<file path="src/rtl/arch_map_mw.sv">
// Committed logical-to-physical register map: multi-slot retire with Told return,
// and a multi-beat snapshot copy-out to the rename table on recovery.
module arch_map_mw #(
    parameter int unsigned AREG_NUM   = 32,
    parameter int unsigned AREG_W     = $clog2(AREG_NUM),
    parameter int unsigned PREG_W     = 6,
    parameter int unsigned RETIRE_W   = 2,
    parameter int unsigned READ_PORTS = 2,
    parameter int unsigned COPY_W     = 8
) (
    input  logic                           clk,
    input  logic                           rst,
    input  logic [RETIRE_W-1:0]            retire_en_i,
    input  logic [RETIRE_W*AREG_W-1:0]     retire_areg_idx_i,
    input  logic [RETIRE_W*PREG_W-1:0]     retire_preg_i,
    output logic [RETIRE_W-1:0]            told_valid_o,
    output logic [RETIRE_W*PREG_W-1:0]     told_preg_o,
    input  logic [READ_PORTS*AREG_W-1:0]   read_idx_i,
    output logic [READ_PORTS*PREG_W-1:0]   read_data_o,
    input  logic                           recover_req_i,
    output logic                           recover_busy_o,
    output logic                           copy_valid_o,
    output logic [AREG_W-1:0]              copy_base_o,
    output logic [COPY_W*PREG_W-1:0]       copy_data_o,
    output logic                           copy_done_o
);

    localparam int unsigned NUM_BEATS = AREG_NUM / COPY_W;
    localparam int unsigned CNT_W     = (NUM_BEATS > 1) ? $clog2(NUM_BEATS) : 1;

    typedef enum logic {StIdle, StCopy} state_e;

    state_e             state_q, state_d;
    logic [CNT_W-1:0]   cnt_q, cnt_d;
    logic [PREG_W-1:0]  map_q [AREG_NUM];
    logic [PREG_W-1:0]  map_d [AREG_NUM];
    logic               retire_ok;
    logic [AREG_W-1:0]  beat_base;

    assign retire_ok = (state_q == StIdle);
    assign beat_base = AREG_W'(32'(cnt_q) * COPY_W);

    // Told: an older same-cycle slot to the same areg supersedes the map entry.
    always_comb begin
        told_valid_o = '0;
        told_preg_o  = '0;
        for (int k = 0; k < RETIRE_W; k++) begin
            if (retire_ok && retire_en_i[k]) begin
                told_valid_o[k] = 1'b1;
                told_preg_o[k*PREG_W +: PREG_W] = map_q[retire_areg_idx_i[k*AREG_W +: AREG_W]];
                for (int j = 0; j < k; j++) begin
                    if (retire_en_i[j] &&
                        retire_areg_idx_i[j*AREG_W +: AREG_W] ==
                        retire_areg_idx_i[k*AREG_W +: AREG_W]) begin
                        told_preg_o[k*PREG_W +: PREG_W] = retire_preg_i[j*PREG_W +: PREG_W];
                    end
                end
            end
        end
    end

    // Ascending slot order lets the youngest slot win on a collision.
    always_comb begin
        map_d = map_q;
        if (retire_ok) begin
            for (int k = 0; k < RETIRE_W; k++) begin
                if (retire_en_i[k]) begin
                    map_d[retire_areg_idx_i[k*AREG_W +: AREG_W]] = retire_preg_i[k*PREG_W +: PREG_W];
                end
            end
        end
    end

    always_comb begin
        read_data_o = '0;
        for (int p = 0; p < READ_PORTS; p++) begin
            read_data_o[p*PREG_W +: PREG_W] = map_q[read_idx_i[p*AREG_W +: AREG_W]];
        end
    end

    always_comb begin
        state_d        = state_q;
        cnt_d          = cnt_q;
        recover_busy_o = 1'b0;
        copy_valid_o   = 1'b0;
        copy_base_o    = '0;
        copy_data_o    = '0;
        copy_done_o    = 1'b0;
        unique case (state_q)
            StIdle: begin
                if (recover_req_i) begin
                    state_d = StCopy;
                    cnt_d   = '0;
                end
            end
            StCopy: begin
                recover_busy_o = 1'b1;
                copy_valid_o   = 1'b1;
                copy_base_o    = beat_base;
                for (int e = 0; e < COPY_W; e++) begin
                    copy_data_o[e*PREG_W +: PREG_W] = map_q[beat_base + AREG_W'(e)];
                end
                if (cnt_q == CNT_W'(NUM_BEATS - 1)) begin
                    copy_done_o = 1'b1;
                    state_d     = StIdle;
                    cnt_d       = '0;
                end else begin
                    cnt_d = cnt_q + CNT_W'(1);
                end
            end
            default: state_d = StIdle;
        endcase
    end

    always_ff @(posedge clk) begin
        if (rst) begin
            state_q <= StIdle;
            cnt_q   <= '0;
            for (int i = 0; i < AREG_NUM; i++) begin
                map_q[i] <= PREG_W'(i);
            end
        end else begin
            state_q <= state_d;
            cnt_q   <= cnt_d;
            map_q   <= map_d;
        end
    end

endmodule

</file>
<file path="config.mk">
export PLATFORM = sky130hd
export DESIGN_NAME = arch_map_mw
export DESIGN_NICKNAME = d
export VERILOG_FILES = /design/src/rtl/arch_map_mw.sv
export SDC_FILE = /design/constraint.sdc
export NUM_CORES = 1
export LEC_CHECK = 0
export CAP_MARGIN = 20
export CORE_MARGIN = 2
export CORE_UTILIZATION = 50
export CTS_BUF_LIST = sky130_fd_sc_hd__clkbuf_4 sky130_fd_sc_hd__clkbuf_8
export DETAILED_ROUTE_END_ITERATION = 10
export GPL_ROUTABILITY_DRIVEN = 0
export PLACE_DENSITY = 0.72
export SLEW_MARGIN = 20
export SYNTH_ARGS = -nofsm -noshare
export SYNTH_HDL_FRONTEND = slang
export SYNTH_SLANG_ARGS = --single-unit
</file>
<file path="constraint.sdc">
create_clock -name clk -period 2.7 [get_ports clk]
set_input_delay 0.54 -clock clk [delete_from_list [all_inputs] [get_ports clk]]
set_output_delay 0.54 -clock clk [all_outputs]
set_load 0.03 [all_outputs]
</file>
==> results of run 1 <==
-- layer usage --
layer | global-route usage (%) | overflow
met2 | 85.5 | 30
met3 | 67.2 | 2
met1 | 73.9 | 8
met4 | 64.8 | 20
met5 | 60.2 | 3
-- cell usage after synthesis, types with 26 or more instances --
| cell | count | share of area, % |
|---|---|---|
| a221o_1 | 31 | 1.7 |
| a211o_1 | 42 | 2.0 |
| nand2_1 | 99 | 2.0 |
| and3_1 | 31 | 1.1 |
| o22ai_1 | 44 | 1.5 |
| a311oi_1 | 59 | 2.8 |
| buf_2 | 50 | 1.4 |
| and2_1 | 56 | 1.9 |
| nand3_1 | 68 | 1.9 |
| a21oi_1 | 144 | 3.9 |
| a211oi_1 | 43 | 1.8 |
| dfxtp_1 | 195 | 21 |
| o211ai_1 | 60 | 2.5 |
| clkbuf_1 | 161 | 3.3 |
| buf_1 | 26 | 0.53 |
| mux4_2 | 259 | 32 |
| mux2i_1 | 62 | 3.4 |
-- metrics by stage --
step / TNS (ps) / utilization, %
4_1_cts: -5020 / 71.7
3_5_place_dp: -18610 / 65.1
3_3_place_gp: -14520 / 65.1
2_1_floorplan: 0 / -
-- cell families after synthesis --
kind of cell | synth area share (%)
DFF | 21.3
and+or+nand+nor | 11.4
xor gates and xnor gates | 0.239
muxes | 36.4
buffers and inverters | 6.75
other | 0.0204
adders and majority gates | 0.0681
AOI/OAI and AO/OA | 23.8
-- what timing repair did --
action                                 4_1_cts
endpoints found under the hold margin        0
pin swaps                                   37
resized for setup                          524
setup endpoints to repair                   65
setup buffers                              115
gates cloned                                 4
==> summary.txt, run 1 <==
Synth
  • Sequential-to-total area share from yosys stat: 21.3%
  • Asr flop ratio synth: 0%
  • Number of flops mapped to enable cells by yosys: 0
  • Post-synth cell types: 69
  • Post-Syn Area: 0.0184 mm2
  • Ys flop type: dfxtp_1
  • Ys Warns: 0
  • Syn_area_per_cell: 10.2 um2
  • Mapped Cells: 1,793
  • #FFs+latches synth: 195

Clock tree
  • Clk buf depth: 2
  • Inserted Clock Buffers: 17
  • CTS sink cnt: 195
  • H-tree levels: 4
  • Root Buffer: clkbuf_8
  • Cts hold-fix bufs: 0

Run status
  • First Err: [ERROR GRT-0116] Global routing finished with congestion. Check the congestion regions in the DRC Viewer.
  • Halt Stage: 5_1_grt
  • Status: stopped before the end

Floorplan
  • Die outline width: 196 um
  • Row cnt: 70
  • I/O pins: 119
  • Initial core utilization: 50.5%
  • Die height: 196 um

Global routing
  • Gr usage total: 74.2%
  • First-pass GRT wire length: 200,000 um
  • Largest net degree at the start of global routing: 128
  • Vias in the first global route: 26,206
  • GRT overflow: 63

Placement
  • IO Port Bufs: 115
  • # placed instances: 2,650
  • DP HPWL: 78,000 um
  • Placed instance area: 0.0237 mm2
  • DP Worst Slack: -660 ps
==> inputs of run 2 (changes only) <==
--- a/config.mk
+++ b/config.mk
@@ -7,11 +7,10 @@
 export LEC_CHECK = 0
 export CAP_MARGIN = 20
 export CORE_MARGIN = 2
-export CORE_UTILIZATION = 50
-export CTS_BUF_LIST = sky130_fd_sc_hd__clkbuf_4 sky130_fd_sc_hd__clkbuf_8
+export CORE_UTILIZATION = 35
 export DETAILED_ROUTE_END_ITERATION = 10
 export GPL_ROUTABILITY_DRIVEN = 0
-export PLACE_DENSITY = 0.72
+export PLACE_DENSITY_LB_ADDON = 0.15
 export SLEW_MARGIN = 20
 export SYNTH_ARGS = -nofsm -noshare
 export SYNTH_HDL_FRONTEND = slang
==> constraint.sdc (replaced) <==
create_clock -name clk -period 3.5 [get_ports clk]
set_input_delay 0.7 -clock clk [delete_from_list [all_inputs] [get_ports clk]]
set_output_delay 0.7 -clock clk [all_outputs]
set_load 0.03 [all_outputs]
==> run 2 against run 1 <==
Net effect: the flow now finishes, with violations (setup timing); synthesized area is the same; synthesized cell count is the same.
==> summary.txt, run 2 <==
Run status
  • Status: finished, violations left
  • Failing checks: setup timing

Setup path
  • Worst-path fanout max: 20
  • R2R setup slack: 1050 ps
  • Worst r2r src: state_q
  • Worst Setup Start Kind: primary input
  • Worst EP required: 2800 ps
  • Worst Setup End Kind: primary output
  • Arr. time, crit path: 2840 ps
  • Worst Path Class, Setup: primary input to primary output
  • R2R cell count: 4
  • RR Endpoint: map_q[52]

Synth
  • Syn_area_per_cell: 10.2 um2 (unchanged)
  • Post-Syn Area: 0.0184 mm2 (unchanged)
  • Area leader, netlist: mux4_2
  • Mapped Cells: 1,793 (unchanged)
  • Top cell type's share of synthesized area: 31.8% (unchanged)
  • Largest cells by area after synthesis: mux4_2 (32%), dfxtp_1 (21%), a21oi_1 (3.9%)
  • Asr flop ratio synth: 0% (unchanged)
  • Ys Warns: 0 (unchanged)
  • Sequential-to-total area share from yosys stat: 21.3% (unchanged)
  • Ys flop type: dfxtp_1
  • Post-synth cell types: 69 (unchanged)
  • Post-synth top cells: mux4_2 (259), dfxtp_1 (195), clkbuf_1 (161), a21oi_1 (144), nand2_1 (99)
  • Top-count cell post-synth: mux4_2
  • Number of flops mapped to enable cells by yosys: 0 (unchanged)
  • #FFs+latches synth: 195 (unchanged)

Clock tree
  • CTS tree: built
  • Root Buffer: clkbuf_16
  • H-tree levels: 4 (unchanged)
  • Post-CTS setup buffers: 0 (-100%)
  • Inserted Clock Buffers: 17 (unchanged)
  • Clk slew on worst S/H paths: 70 ps
  • Clk Latency, worst-skew pair: 470 ps
  • Cts hold-fix bufs: 0 (unchanged)
  • CTS sink cnt: 195 (unchanged)
  • Clk buf depth: 2 (unchanged)

Layout
  • Layout Nets: 1,956
  • Max reg flops: 192
  • Fin util: 42.9%
  • Largest regs: map_q (192), cnt_q (2), state_q (1)
  • Commonest cells after routing, fill and taps aside: mux4_2 (259), buf_4 (244), dfxtp_1 (191)
  • Layout cells sized above 1: 32.3%
  • Commonest non-fill, non-tap cell in the layout: mux4_2
  • Register with the most flip-flops: map_q
  • Area grow syn2layout: 20.7%

Pwr
  • Leakage: 7.44 nW
  • Power Density: 288 mW/mm2
  • Maximum vdd drop: 292 uV

Routing
  • Routed Wire Length: 104,000 um
  • DRC: 0
  • WL/cell: 39.5 um
  • Vias per cell: 7.60
  • Total number of vias: 19,953
  • Initial DRC count: 4,057
  • Post-route ant nets: 0
  • Pre-antenna DRT Iters: 8

Global routing
  • Largest net degree at the start of global routing: 143
  • Met1 track demand over resource: 48.5%
  • Gr usage total: 38.0%
  • First-pass GRT wire length: 145,000 um
  • Vias in the first global route: 18,515
  • M3 GR Usage: 16.3%
  • Initial antenna violation count: 10
  • GRT overflow: 0
  • Routing usage on met2: 52.8%
  • Busiest grt layer: met2

STA
  • Worst slew margin: 25.2%
  • Final hold vios: 0
  • Worst-Margin Slew: 1120 ps
  • Worst Slack Setup Final: -41.3 ps
  • Tmin final: 3540 ps
  • Setup violations, final: 1
  • Layout Skew: 15.8 ps
  • Fmax: 0.282 GHz
  • Final period utilization: 101%
  • Final Max Slew Viols: 0
  • RSZ-0062 raised after global routing: no
  • Hold Slack: 593 ps

Floorplan
  • Die ar.: 0.0543 mm2
  • Core Box Area: 0.0516 mm2
  • I/O pins: 119 (unchanged)
  • Row cnt: 83 (+19%)
  • Die outline width: 233 um (+19%)
  • Die height: 233 um (+19%)
  • Initial core utilization: 35.6% (-15 points)

Hold path
  • Hold Crit Depth: 2
  • Hold path startpoint: map_q[125]
  • Worst hold path class: flop to flop
  • Hold path endpoint: map_q[125]

Placement
  • DP HPWL: 76,600 um (-1.8%)
  • IO Port Bufs: 115 (unchanged)

Job
  • Max Cap Viol: 0
==> run 2: worst max-delay path by stage <==
stage,start,to,slack (ps),depth (start not counted)
floorplan,retire_areg_idx_i[0],told_preg_o[2],30,7
global placement,read_idx_i[0],read_data_o[4],-70,6
detailed placement,read_idx_i[0],read_data_o[4],-90,6
CTS,read_idx_i[6],read_data_o[8],20,6
global route,retire_areg_idx_i[0],told_preg_o[1],9,8
finish,retire_areg_idx_i[6],told_preg_o[9],-40,8
==> run 2: kinds of logic after synthesis <==
| group | after synthesis | share of synthesized area [%] |
|---|---|---|
| buffers and inverters | 279 | 6.75 |
| adders and majority gates | 1 | 0.0681 |
| muxes | 341 | 36.4 |
| AOI/OAI and AO/OA | 597 | 23.8 |
| DFF | 195 | 21.3 |
| xor gates and xnor gates | 5 | 0.239 |
| and+or+nand+nor | 374 | 11.4 |
| other | 1 | 0.0204 |
==> run 2: report_power, final <==
| group | internal [W] | leakage, nW | switching (W) | total [W] |
|---|---|---|---|---|
| Combinational | 0.000699 | 5.55 | 0.00101 | 0.00171 |
| Clock | 0.00126 | 0.312 | 0.000988 | 0.00225 |
| Sequential | 0.00226 | 1.58 | 0.000165 | 0.00243 |
| Total | 0.00422 | 7.44 | 0.00217 | 0.00639 |
==> run 2: area by class of cell <==
type	count	area (um2)
diodes	14	35.0
clock buffers	20	468
clock inverters	11	173
fillers	4880	29500
inverters	17	68.8
multi-input cells	1321	13300
flip-flops and latches	195	3910
well taps	680	851
repair buffers	366	3370
==> run 2: layer usage <==
layer  up-vias  part of all wire [%]
met3       449                    17
met4         8                   7.4
li1       7703                     -
met1      9713                    35
met2      2080                    41
met5         -                 0.064
==> run 2: what timing repair did <==
item                                   4_1_cts  5_1_grt
gates cloned                                 0        0
setup endpoints to repair                   10        4
gates resized for setup                      7        4
endpoints found under the hold margin        0        0
==> run 2: worst max-delay path, stage by stage <==
cell and delay, ps:
buf_4 340, buf_4 370, mux2i_1 210, a22oi_1 280, nand3_1 260, a41oi_1 300, buf_4 180, buf_4 160
==> run 2: through the flow <==
step / power [W] / instances / worst slack [ps] / cell area (um2) / TNS, ps
4_1_cts: 0.00631 / 2611 / 17.2 / 22100 / 0
5_1_grt: 0.00651 / 2614 / 8.63 / 22100 / 0
3_3_place_gp: 0.00410 / 2581 / -68.6 / 21500 / -222
2_1_floorplan: 0.00338 / 1795 / 34.7 / 18400 / 0
3_5_place_dp: 0.00411 / 2581 / -85.1 / 21500 / -392
6_report: 0.00639 / 2624 / -41.3 / 22200 / -41.3
(Power assumes the default switching activity.)
==> patch: new RTL, config.mk and constraints of run 2 <==
`READ_PORTS`: 2 -> 1.
--- a/src/rtl/arch_map_mw.sv
+++ b/src/rtl/arch_map_mw.sv
@@ -7,3 +7,3 @@
     parameter int unsigned RETIRE_W   = 2,
-    parameter int unsigned READ_PORTS = 2,
+    parameter int unsigned READ_PORTS = 1,
     parameter int unsigned COPY_W     = 8
Interface: changed (resized read_data_o and read_idx_i); port bits go from 119 to 108. The function was not compared with the original's and may differ.
==> patch against run 2 <==
- synthesized area decreased by 8.0%
- utilization fell by 1.1 points
- sequential cell count did not move
- routed wire length fell by 20%
- total power down 6.5%
- final area down 10%
- maximum frequency grew 1.5%
- first-iteration DRC count is 19% lower
- largest power group unchanged
- setup slack improved by 54 ps
- register-to-register slack worse by 110 ps
==> patch: results (changes against run 2) <==
ys_warn_count: 0  # unchanged
synthTopCellsByCount: "mux4_2, dfxtp_1, clkbuf_1"
post_cts.repair.setup_buffers: 0  # unchanged
worst-r2r-setup-slack_ps: 940  # -110 ps
clk_latency_ps: 500  # +30 ps
finalClockSkew_ps: 13.1  # -2.75 ps
fin_nets: 1784  # -8.8%
synth.yosys.seq_area_share: 0.231  # +0.0186
swShare: 0.340  # +0.00124
r2r_end: "map_q[191]"
holdPathEnd: "map_q[70]"
grt_pass1_vias: 15700  # -15%
leakagePower_nw: 6.89  # -7.5%
pg_seq_mw: 2.36  # -3%
antenna_found_initial: 2  # -8
dpl.hpwl_um: 61700  # -19%
wirelength_um: 83200  # -20%
n_antenna_cell: 0  # -14
first_iter_violations: 3293  # -19%
p_clk_mw: 2.10  # -7%
grt_pass1_wl_um: 119000  # -18%
hold_viol: 0  # unchanged
crit_path_max_incr_delay_ps: 450  # +80 ps
crit_slowest_cell: "clkdlybuf4s50_1"
synth_cell_type_count: 70  # +1.4%
p_switching_mw: 2.03  # -6.1%
first_pass_iters: 6  # -2
hold_ws_ps: 557  # -35.4 ps
outcome: "complete, no violations"
yosys-top-cells-area: "mux4_2, dfxtp_1, mux2i_1, a21oi_1, a311oi_1"
placed_cells: 2346  # -9.1%
htree_levels: 4  # unchanged
drive_above_1_share: 0.289  # -0.0341
dp_slack_ps: -199  # -114 ps
path_max_fanout: 14  # -30%
grt_max_degree: 173  # +21%
cts_resized: 4  # -3
placed_area_mm2: 0.0193  # -10%
fin_area_mm2: 0.0199  # -10%
hp-start: "map_q[70]"
viasPerCell: 7.28  # -4.3%
vdd.ir_drop.worst_v: 0.000385  # +32%
track_usage: 0.329  # -0.0506
io_buffers: 104  # -9.6%
routedWlPerCell_um: 35.0  # -11%
slew_headroom: 0.316  # +0.0648
n_fill_cell: 4583  # -6.1%
syn_avg_cell_area_um2: 10.0  # -2.2%
[patch: cell count changes in the layout (fill, tap and decap cells not counted), sizes merged, moves of 8 or more]
cell	change
a31o	+8
mux2i	+18
diode	-14
o22ai	-8
a211oi	-11
mux4	-60
a311oi	+14
o211ai	-12
a221oi	-8
nand3	-10
and3	+13
buf	-70
[patch: area by class of cell]
cell class                 count  area share
clock inverter                11     0.00647
clock buffer                  20      0.0229
multi-input combinational   1238       0.598
sequential                   195       0.196
inverter                      10     0.00226
tap                          615      0.0386
timing repair buffer         289       0.135
[patch: worst max path at each step]
| stage | slack, ps | end | start |
|---|---|---|---|
| 6_report | 10 | told_preg_o[8] | retire_areg_idx_i[8] |
| 5_1_grt | 10 | told_preg_o[10] | retire_areg_idx_i[8] |
| 4_1_cts | 5 | told_preg_o[0] | retire_areg_idx_i[0] |
| 3_5_place_dp | -200 | told_preg_o[10] | retire_areg_idx_i[7] |
| 3_3_place_gp | -190 | told_preg_o[10] | retire_areg_idx_i[7] |
| 2_1_floorplan | 280 | read_data_o[0] | read_idx_i[1] |
[patch: routing by layer]
metal,part of all wire,global-route usage,up-vias
li1,-,-,7051
met1,0.40,0.460,8589
met2,0.42,0.476,1452
met3,0.13,0.0812,215
met4,0.052,0.156,0
met5,0,0.00489,-
[patch: kinds of logic after synthesis]
group	share of synthesized area
buffers and inverters	0.0657
adder cells (fa/ha/maj)	0.000741
AND/OR/NAND/NOR	0.123
multiplexers	0.323
XOR/XNOR	0.00259
AO/OA/AOI/OAI	0.254
other	0.000222
flip-flops	0.231
[patch: critical path: cells and delay by family]
kind,cells,cell delay (ps)
buffers and inverters,4,980
AOI/OAI and AO/OA,2,450
and+or+nand+nor,1,410
xor gates and xnor gates,1,230
